===== config.mk =====
export PLATFORM = sky130hd
export DESIGN_NAME = mem_slave_flat
export DESIGN_NICKNAME = d
export VERILOG_FILES = /design/src/rtl/mem_pkg.sv /design/src/rtl/mem_slave_if.sv /design/src/rtl/mem_array.sv /design/src/rtl/mem_slave.sv /design/src/flat_wrapper.sv
export SDC_FILE = /design/constraint.sdc
export NUM_CORES = 1
export LEC_CHECK = 0
export BUFFER_PORTS_ARGS = -buffer_cell sky130_fd_sc_hd__buf_2
export CELL_PAD_IN_SITES_DETAIL_PLACEMENT = 1
export CELL_PAD_IN_SITES_GLOBAL_PLACEMENT = 1
export CORE_UTILIZATION = 35
export CTS_BUF_LIST = sky130_fd_sc_hd__clkbuf_2 sky130_fd_sc_hd__clkbuf_4 sky130_fd_sc_hd__clkbuf_8
export DETAILED_ROUTE_END_ITERATION = 16
export PLACE_DENSITY = 0.69
export RECOVER_POWER = 25
export SYNTH_ARGS = -nofsm -noshare
export SYNTH_HDL_FRONTEND = slang
export SYNTH_SLANG_ARGS = --single-unit

===== constraint.sdc =====
create_clock -name clk -period 5.4 [get_ports clk]
set_input_delay 0.81 -clock clk [delete_from_list [all_inputs] [get_ports clk]]
set_output_delay 0.81 -clock clk [all_outputs]
set_load 0.01 [all_outputs]

===== src/rtl/mem_pkg.sv =====
// mem_pkg
// Shared definitions for the mem_slave memory target: the FSM state
// encoding, the largest supported wait-state count and the width of the
// wait-state counter. Also provides fallback values for the SZ / WIDTH
// macros used as parameter defaults.
// Ports: none (package).
`ifndef SZ
`define SZ 4
`endif
`ifndef WIDTH
`define WIDTH 8
`endif

package mem_pkg;
   // Largest WAIT_CYCLES value the 4-bit wait counter can express.
   localparam int WAIT_MAX = 15;
   localparam int CNT_W    = 4;

   typedef enum logic [1:0] {
      IDLE = 2'd0,
      WAIT = 2'd1,
      RESP = 2'd2
   } mem_state_e;
endpackage


===== src/rtl/mem_slave_if.sv =====
// mem_slave_if
// Memory bus between a request driver (master) and the mem_slave target.
// Ports (signals):
//   valid             master->slave  request present
//   write_read_enable master->slave  1 = write, 0 = read
//   address           master->slave  word address, SZ bits
//   wr_data           master->slave  write data, WIDTH bits
//   rdata             slave->master  read data, valid while ready=1 on a read
//   ready             slave->master  one-cycle completion pulse
//
// Handshake: a request is taken whenever the slave is idle and samples
// valid=1 at a clock edge. The master keeps valid and all request fields
// stable until it has seen ready=1, and may change them from the following
// cycle on. ready is a completion pulse, not a back-pressure signal: it is
// high for exactly one cycle per accepted request, and keeping valid high
// after ready simply issues the next request.
`ifndef SZ
`define SZ 4
`endif
`ifndef WIDTH
`define WIDTH 8
`endif

interface mem_slave_if #(
   parameter int SZ    = `SZ,
   parameter int WIDTH = `WIDTH
);
   logic             valid;
   logic             write_read_enable;
   logic [SZ-1:0]    address;
   logic [WIDTH-1:0] wr_data;
   logic [WIDTH-1:0] rdata;
   logic             ready;

   modport master (
      output valid, write_read_enable, address, wr_data,
      input  rdata, ready
   );

   modport slave (
      input  valid, write_read_enable, address, wr_data,
      output rdata, ready
   );
endinterface


===== src/rtl/mem_array.sv =====
// mem_array
// 2**SZ x WIDTH storage with a synchronous write port and a registered
// read port. A reset clears every word and the read register; reset wins
// over a write issued in the same cycle.
// Ports:
//   clk, rst   clock, synchronous active-high reset
//   we, re     write / read enable for this cycle
//   addr       word address
//   wdata      write data
//   rdata      registered read data (holds until the next read)
`ifndef SZ
`define SZ 4
`endif
`ifndef WIDTH
`define WIDTH 8
`endif

module mem_array #(
   parameter int SZ    = `SZ,
   parameter int WIDTH = `WIDTH
) (
   input  logic             clk,
   input  logic             rst,
   input  logic             we,
   input  logic             re,
   input  logic [SZ-1:0]    addr,
   input  logic [WIDTH-1:0] wdata,
   output logic [WIDTH-1:0] rdata
);
   logic [WIDTH-1:0] mem [2**SZ];

   always_ff @(posedge clk) begin
      if (rst) begin
         for (int i = 0; i < 2**SZ; i++) begin
            mem[i] <= '0;
         end
         rdata <= '0;
      end else begin
         if (we) begin
            mem[addr] <= wdata;
         end
         if (re) begin
            rdata <= mem[addr];
         end
      end
   end
endmodule


===== src/rtl/mem_slave.sv =====
// mem_slave
// Single-port memory target. Accepts one read or write per request,
// inserts WAIT_CYCLES idle cycles, then executes the latched request and
// pulses ready for one cycle. Outputs are registered.
// Ports:
//   clk, rst   clock, synchronous active-high reset
//   bus        mem_slave_if slave modport (valid, write_read_enable,
//              address, wr_data in; rdata, ready out)
//   state      current FSM state, for observation
`ifndef SZ
`define SZ 4
`endif
`ifndef WIDTH
`define WIDTH 8
`endif

module mem_slave
   import mem_pkg::*;
#(
   parameter int SZ          = `SZ,
   parameter int WIDTH       = `WIDTH,
   parameter int WAIT_CYCLES = 0
) (
   input  logic        clk,
   input  logic        rst,
   mem_slave_if.slave  bus,
   output mem_state_e  state
);
   if (WAIT_CYCLES < 0 || WAIT_CYCLES > WAIT_MAX) begin : g_bad_wait
      $error("mem_slave: WAIT_CYCLES out of range 0..15");
   end

   // Counter value loaded on acceptance; WAIT leaves when it reaches zero,
   // which gives exactly WAIT_CYCLES cycles in WAIT.
   localparam logic [CNT_W-1:0] CNT_LOAD =
      CNT_W'((WAIT_CYCLES > 0) ? (WAIT_CYCLES - 1) : 0);

   mem_state_e       state_q;
   logic [SZ-1:0]    addr_q;
   logic [WIDTH-1:0] data_q;
   logic             wr_q;
   logic [CNT_W-1:0] cnt_q;
   logic             ready_q;
   logic             exec_we;
   logic             exec_re;
   logic [WIDTH-1:0] rdata_w;

   // The operation runs on the edge that leaves RESP, which is the same
   // edge that raises ready, so rdata and ready become visible together.
   assign exec_we = (state_q == RESP) &&  wr_q;
   assign exec_re = (state_q == RESP) && !wr_q;

   always_ff @(posedge clk) begin
      if (rst) begin
         state_q <= IDLE;
         ready_q <= 1'b0;
         addr_q  <= '0;
         data_q  <= '0;
         wr_q    <= 1'b0;
         cnt_q   <= '0;
      end else begin
         ready_q <= 1'b0;
         unique case (state_q)
            IDLE: begin
               if (bus.valid) begin
                  addr_q <= bus.address;
                  data_q <= bus.wr_data;
                  wr_q   <= bus.write_read_enable;
                  if (WAIT_CYCLES == 0) begin
                     state_q <= RESP;
                  end else begin
                     cnt_q   <= CNT_LOAD;
                     state_q <= WAIT;
                  end
               end
            end
            WAIT: begin
               if (cnt_q == '0) begin
                  state_q <= RESP;
               end else begin
                  cnt_q <= cnt_q - 1'b1;
               end
            end
            RESP: begin
               ready_q <= 1'b1;
               state_q <= IDLE;
            end
            default: state_q <= IDLE;
         endcase
      end
   end

   // Reset is handled inside the array as well, so a write whose execute
   // edge coincides with rst is never committed.
   mem_array #(
      .SZ    (SZ),
      .WIDTH (WIDTH)
   ) u_array (
      .clk   (clk),
      .rst   (rst),
      .we    (exec_we),
      .re    (exec_re),
      .addr  (addr_q),
      .wdata (data_q),
      .rdata (rdata_w)
   );

   assign bus.ready = ready_q;
   assign bus.rdata = rdata_w;
   assign state     = state_q;
endmodule


===== src/flat_wrapper.sv =====
// flat-port wrapper written by rule: the top's interface ports become plain ports
module mem_slave_flat import mem_pkg::*;
#(
   parameter int SZ          = `SZ,
   parameter int WIDTH       = `WIDTH,
   parameter int WAIT_CYCLES = 0
)
  (clk, rst, state, bus_valid, bus_write_read_enable, bus_address, bus_wr_data, bus_rdata, bus_ready);
  mem_slave_if #(.SZ(SZ), .WIDTH(WIDTH)) bus_i ();
  input  logic clk;
  input  logic rst;
  output mem_state_e state;
  input wire logic [$bits(bus_i.valid)-1:0] bus_valid;
  input wire logic [$bits(bus_i.write_read_enable)-1:0] bus_write_read_enable;
  input wire logic [$bits(bus_i.address)-1:0] bus_address;
  input wire logic [$bits(bus_i.wr_data)-1:0] bus_wr_data;
  output wire logic [$bits(bus_i.rdata)-1:0] bus_rdata;
  output wire logic [$bits(bus_i.ready)-1:0] bus_ready;
  assign bus_i.valid = bus_valid;
  assign bus_i.write_read_enable = bus_write_read_enable;
  assign bus_i.address = bus_address;
  assign bus_i.wr_data = bus_wr_data;
  assign bus_rdata = bus_i.rdata;
  assign bus_ready = bus_i.ready;
  mem_slave #(.SZ(SZ), .WIDTH(WIDTH), .WAIT_CYCLES(WAIT_CYCLES)) u_core (.clk(clk), .rst(rst), .bus(bus_i), .state(state));
endmodule

==> metrics <==
1st-iter DRT viols=368; Worst-Margin Slew=approximately 2 ns; failing checks=capacitance limit, slew limit; top_reg_cell synth=edfxtp_1; slowest CP cell=clkbuf_1; relative slew slack=-33.7%; vias post-DR=3,964; Yosys top cell by area=edfxtp_1; Die ar.=19,700 µm²; CP endpoint kind=flip-flop; largest family of logic cells by synthesized area=simple AND/OR/NAND/NOR gates; Cell variety after synth=28; vias in the first global route=4,013; clock buffer count from CTS=17; total setup buffers inserted after CTS=0; peak supply drop=157 µV; commonest cells in the synthesized netlist=128 x and2_1, 128 x edfxtp_1, 29 x mux2i_1, 29 x nand2_1, 27 x nor2_1; ranking of synthesized cells by area=edfxtp_1 57%, and2_1 12%, dfxtp_1 6.9%, mux4_2 5.4%, mux2i_1 4.3%; post-synthesis async set-or-reset flop share=0%; power share of the combinational group=5.2%; chip width=around 140 µm; Post-DP HPWL=11,500 µm; RD Place Congestion=0.808; max cap viols=1; length in cells of the worst reg-to-reg path=3; Setup Skew=0.0110 ns; leak pwr=2.54 nW; WP data arrival=3.46 ns; RSZ-0062 raised after global routing=false; Reg power frac=55.4%; Root Driver=clkbuf_8; period utilisation layout=60.7%; WP depth=5; TritonRoute pass-1 iters=5; # setup viols final=0; FMAX=approximately 0.30 GHz; fin nets=between 500 and 600; Finished Core Util=39.5%; Post-Synth XOR/XNOR Area=0%; Row Count=50; Crit path required time=5.58 ns; overflow left after global routing=0; Filler cells=1,960; CP max FO=40; compound-cell area share of the yosys netlist=4.84%; Pint=between 1.5 and 2 mW; Period minus WS final=3.28 ns; flops & latches, synth=approximately 150; Layout area overhead=10.4%; WL/cell=22.8 µm; Sw Pwr=between 0.5 and 0.6 mW; yosys warns=0; Buffers & Inverters on Critical Path=1; number of remaining DRC errors=0; CTS H-Tree Depth=4; outcome=complete, but fails checks; family with the most delay on the worst path=buffers and inverters; PwrDens=333 nW/µm²; fraction of layout cells with a size suffix above 1=15.5%; detailed-route vias per instance=5.24; switching share of power=between 20% and 30%; number of clock sinks=151; Die H=approximately 140 µm; Final Hold Viols=0; clk slew on worst S/H paths=0.09 ns; Hold Crit Depth=2; type of the tightest min-delay check=flip-flop to flip-flop; post-cts sizing count=0; initial antenna violation count=1; total I/O pin count=27; clock power share=39.4%; IO Port Bufs=25; kind of critical path=input pin to flip-flop; EDFF count, synth=roughly 130; Simple-Gate Fraction of Synth Area=18.1%; Post-Syn Area=6720 µm²; Slew Limit Fails=41; Setup TNS=0 ns; mux cell area share after synthesis=between 10% and 20%; initial core utilization=approximately 36%; hold-fix buffer count after cts=0; largest net degree at the start of global routing=41; # diodes=0; Mapped Avg Cell Area=~14 µm²; GRT Util Overall=18.3%; global-route wire length before repair=25,600 µm; post-synthesis sequential area ratio=around 64%; Largest stage delay, worst path=1.41 ns; worst path cell trace=clkbuf_1 > nor2b_1 > nand3_1 > nor2_1 > or2_2; worst-skew pair later-pin latency=between 0.4 and 0.5 ns; syn nets=around 510; residual antenna-violating net count after detailed routing=0; instance count of the mapped netlist=497; clock tree buffer depth=2; CTS tree=built; Synth top area share=57.2%; Routed WL=17,300 µm; core area=around 19,000 µm²; critical path startpoint category=input pin; adder-cell area share of the yosys netlist=0%
## through the flow
step / total power, mW / cell area, µm² / setup WS, ns / instances / hold slack, ns
2_1_floorplan: 1.46 / 6720 / 3.43 / 497 / 0.478
3_3_place_gp: 1.51 / 6980 / 2.63 / 725 / 0.523
3_5_place_dp: 1.52 / 6980 / 2.48 / 725 / 0.524
4_1_cts: 2.48 / 7430 / 2.58 / 756 / 0.536
5_1_grt: 2.53 / 7420 / 1.97 / 756 / 0.566
6_report: 2.47 / 7420 / 2.12 / 756 / 0.542
## worst paths after layout
kind	from	endpoint	slack, ns
worst max-delay path	rst	u_core.u_array.mem[7][1]	2.12
worst min-delay path	u_core.u_array.rdata[3]	u_core.u_array.rdata[3]	0.54
worst max register to register	u_core.addr_q[1]	u_core.u_array.mem[2][4]	2.62
worst min register to register	u_core.u_array.rdata[3]	u_core.u_array.rdata[3]	0.54
## kinds of logic (layout without fill, tap and decap cells)
group | count (synthesis) | count (layout)
and+or+nand+nor | 217 | 217
DFF | 151 | 151
AOI/OAI and AO/OA | 49 | 49
muxes | 48 | 48
buffers and inverters | 31 | 56
other | 1 | 1
## power by group through the flow
stage | logic, mW | clock network (mW) | registers (mW)
3_5_place_dp | 0.128 | 0 | 1.39
4_1_cts | 0.129 | 0.979 | 1.37
5_1_grt | 0.137 | 1.02 | 1.37
3_3_place_gp | 0.123 | 0 | 1.39
6_report | 0.128 | 0.972 | 1.37
2_1_floorplan | 0.112 | 0 | 1.34
## per-layer routing
layer  up-vias  routed length (µm)  track usage, %
met5         -                   0               0
met2       102                8420            30.5
met4         0                 238            6.01
met3        15                 702            3.11
met1      2032                7890            24.4
li1       1815                   -               -
## cells in the final DEF, fill, tap and decap left out, types with 4 or more instances in the layout
master,netlist,layout
a21oi_1,13,13
clkbuf_8,0,17
o22ai_1,14,14
and2_1,128,88
bufinv_16,0,5
dfxtp_1,23,21
nand2b_1,4,4
buf_2,5,14
a211oi_1,14,14
nand2_1,29,29
or2_2,17,17
edfxtp_1,128,128
mux4_2,16,16
nor2_1,27,27
a22oi_1,7,7
and2_0,0,40
clkbuf_1,18,11
nor2b_1,5,5
mux2i_1,29,29
## worst register-to-register path: stages (launching register included)
cell	delay, ns
dfxtp_2	1.09
nand2b_1	0.56
nor2_1	0.51
or2_2	0.32
## cell type report
class | count | area [µm²] | share of cell area (%)
Clock buffer | 18 | 241 | 3.26
Multi-Input combinational cell | 315 | 2260 | 30.5
Clock inverter | 13 | 205 | 2.77
Tap cell | 234 | 293 | 3.95
Sequential cell | 151 | 4310 | 58.1
Timing Repair Buffer | 25 | 111 | 1.50
## flip-flops by register name, indices dropped and copies added, names as in the netlist
register              count
u_core.data_q             8
u_core.u_array.rdata      8
u_core.addr_q             4
u_core.wr_q               1
u_core.u_array.mem      128
u_core.state              1
u_core.bus.ready          1
No activity file was read; power rests on OpenSTA's default activity.
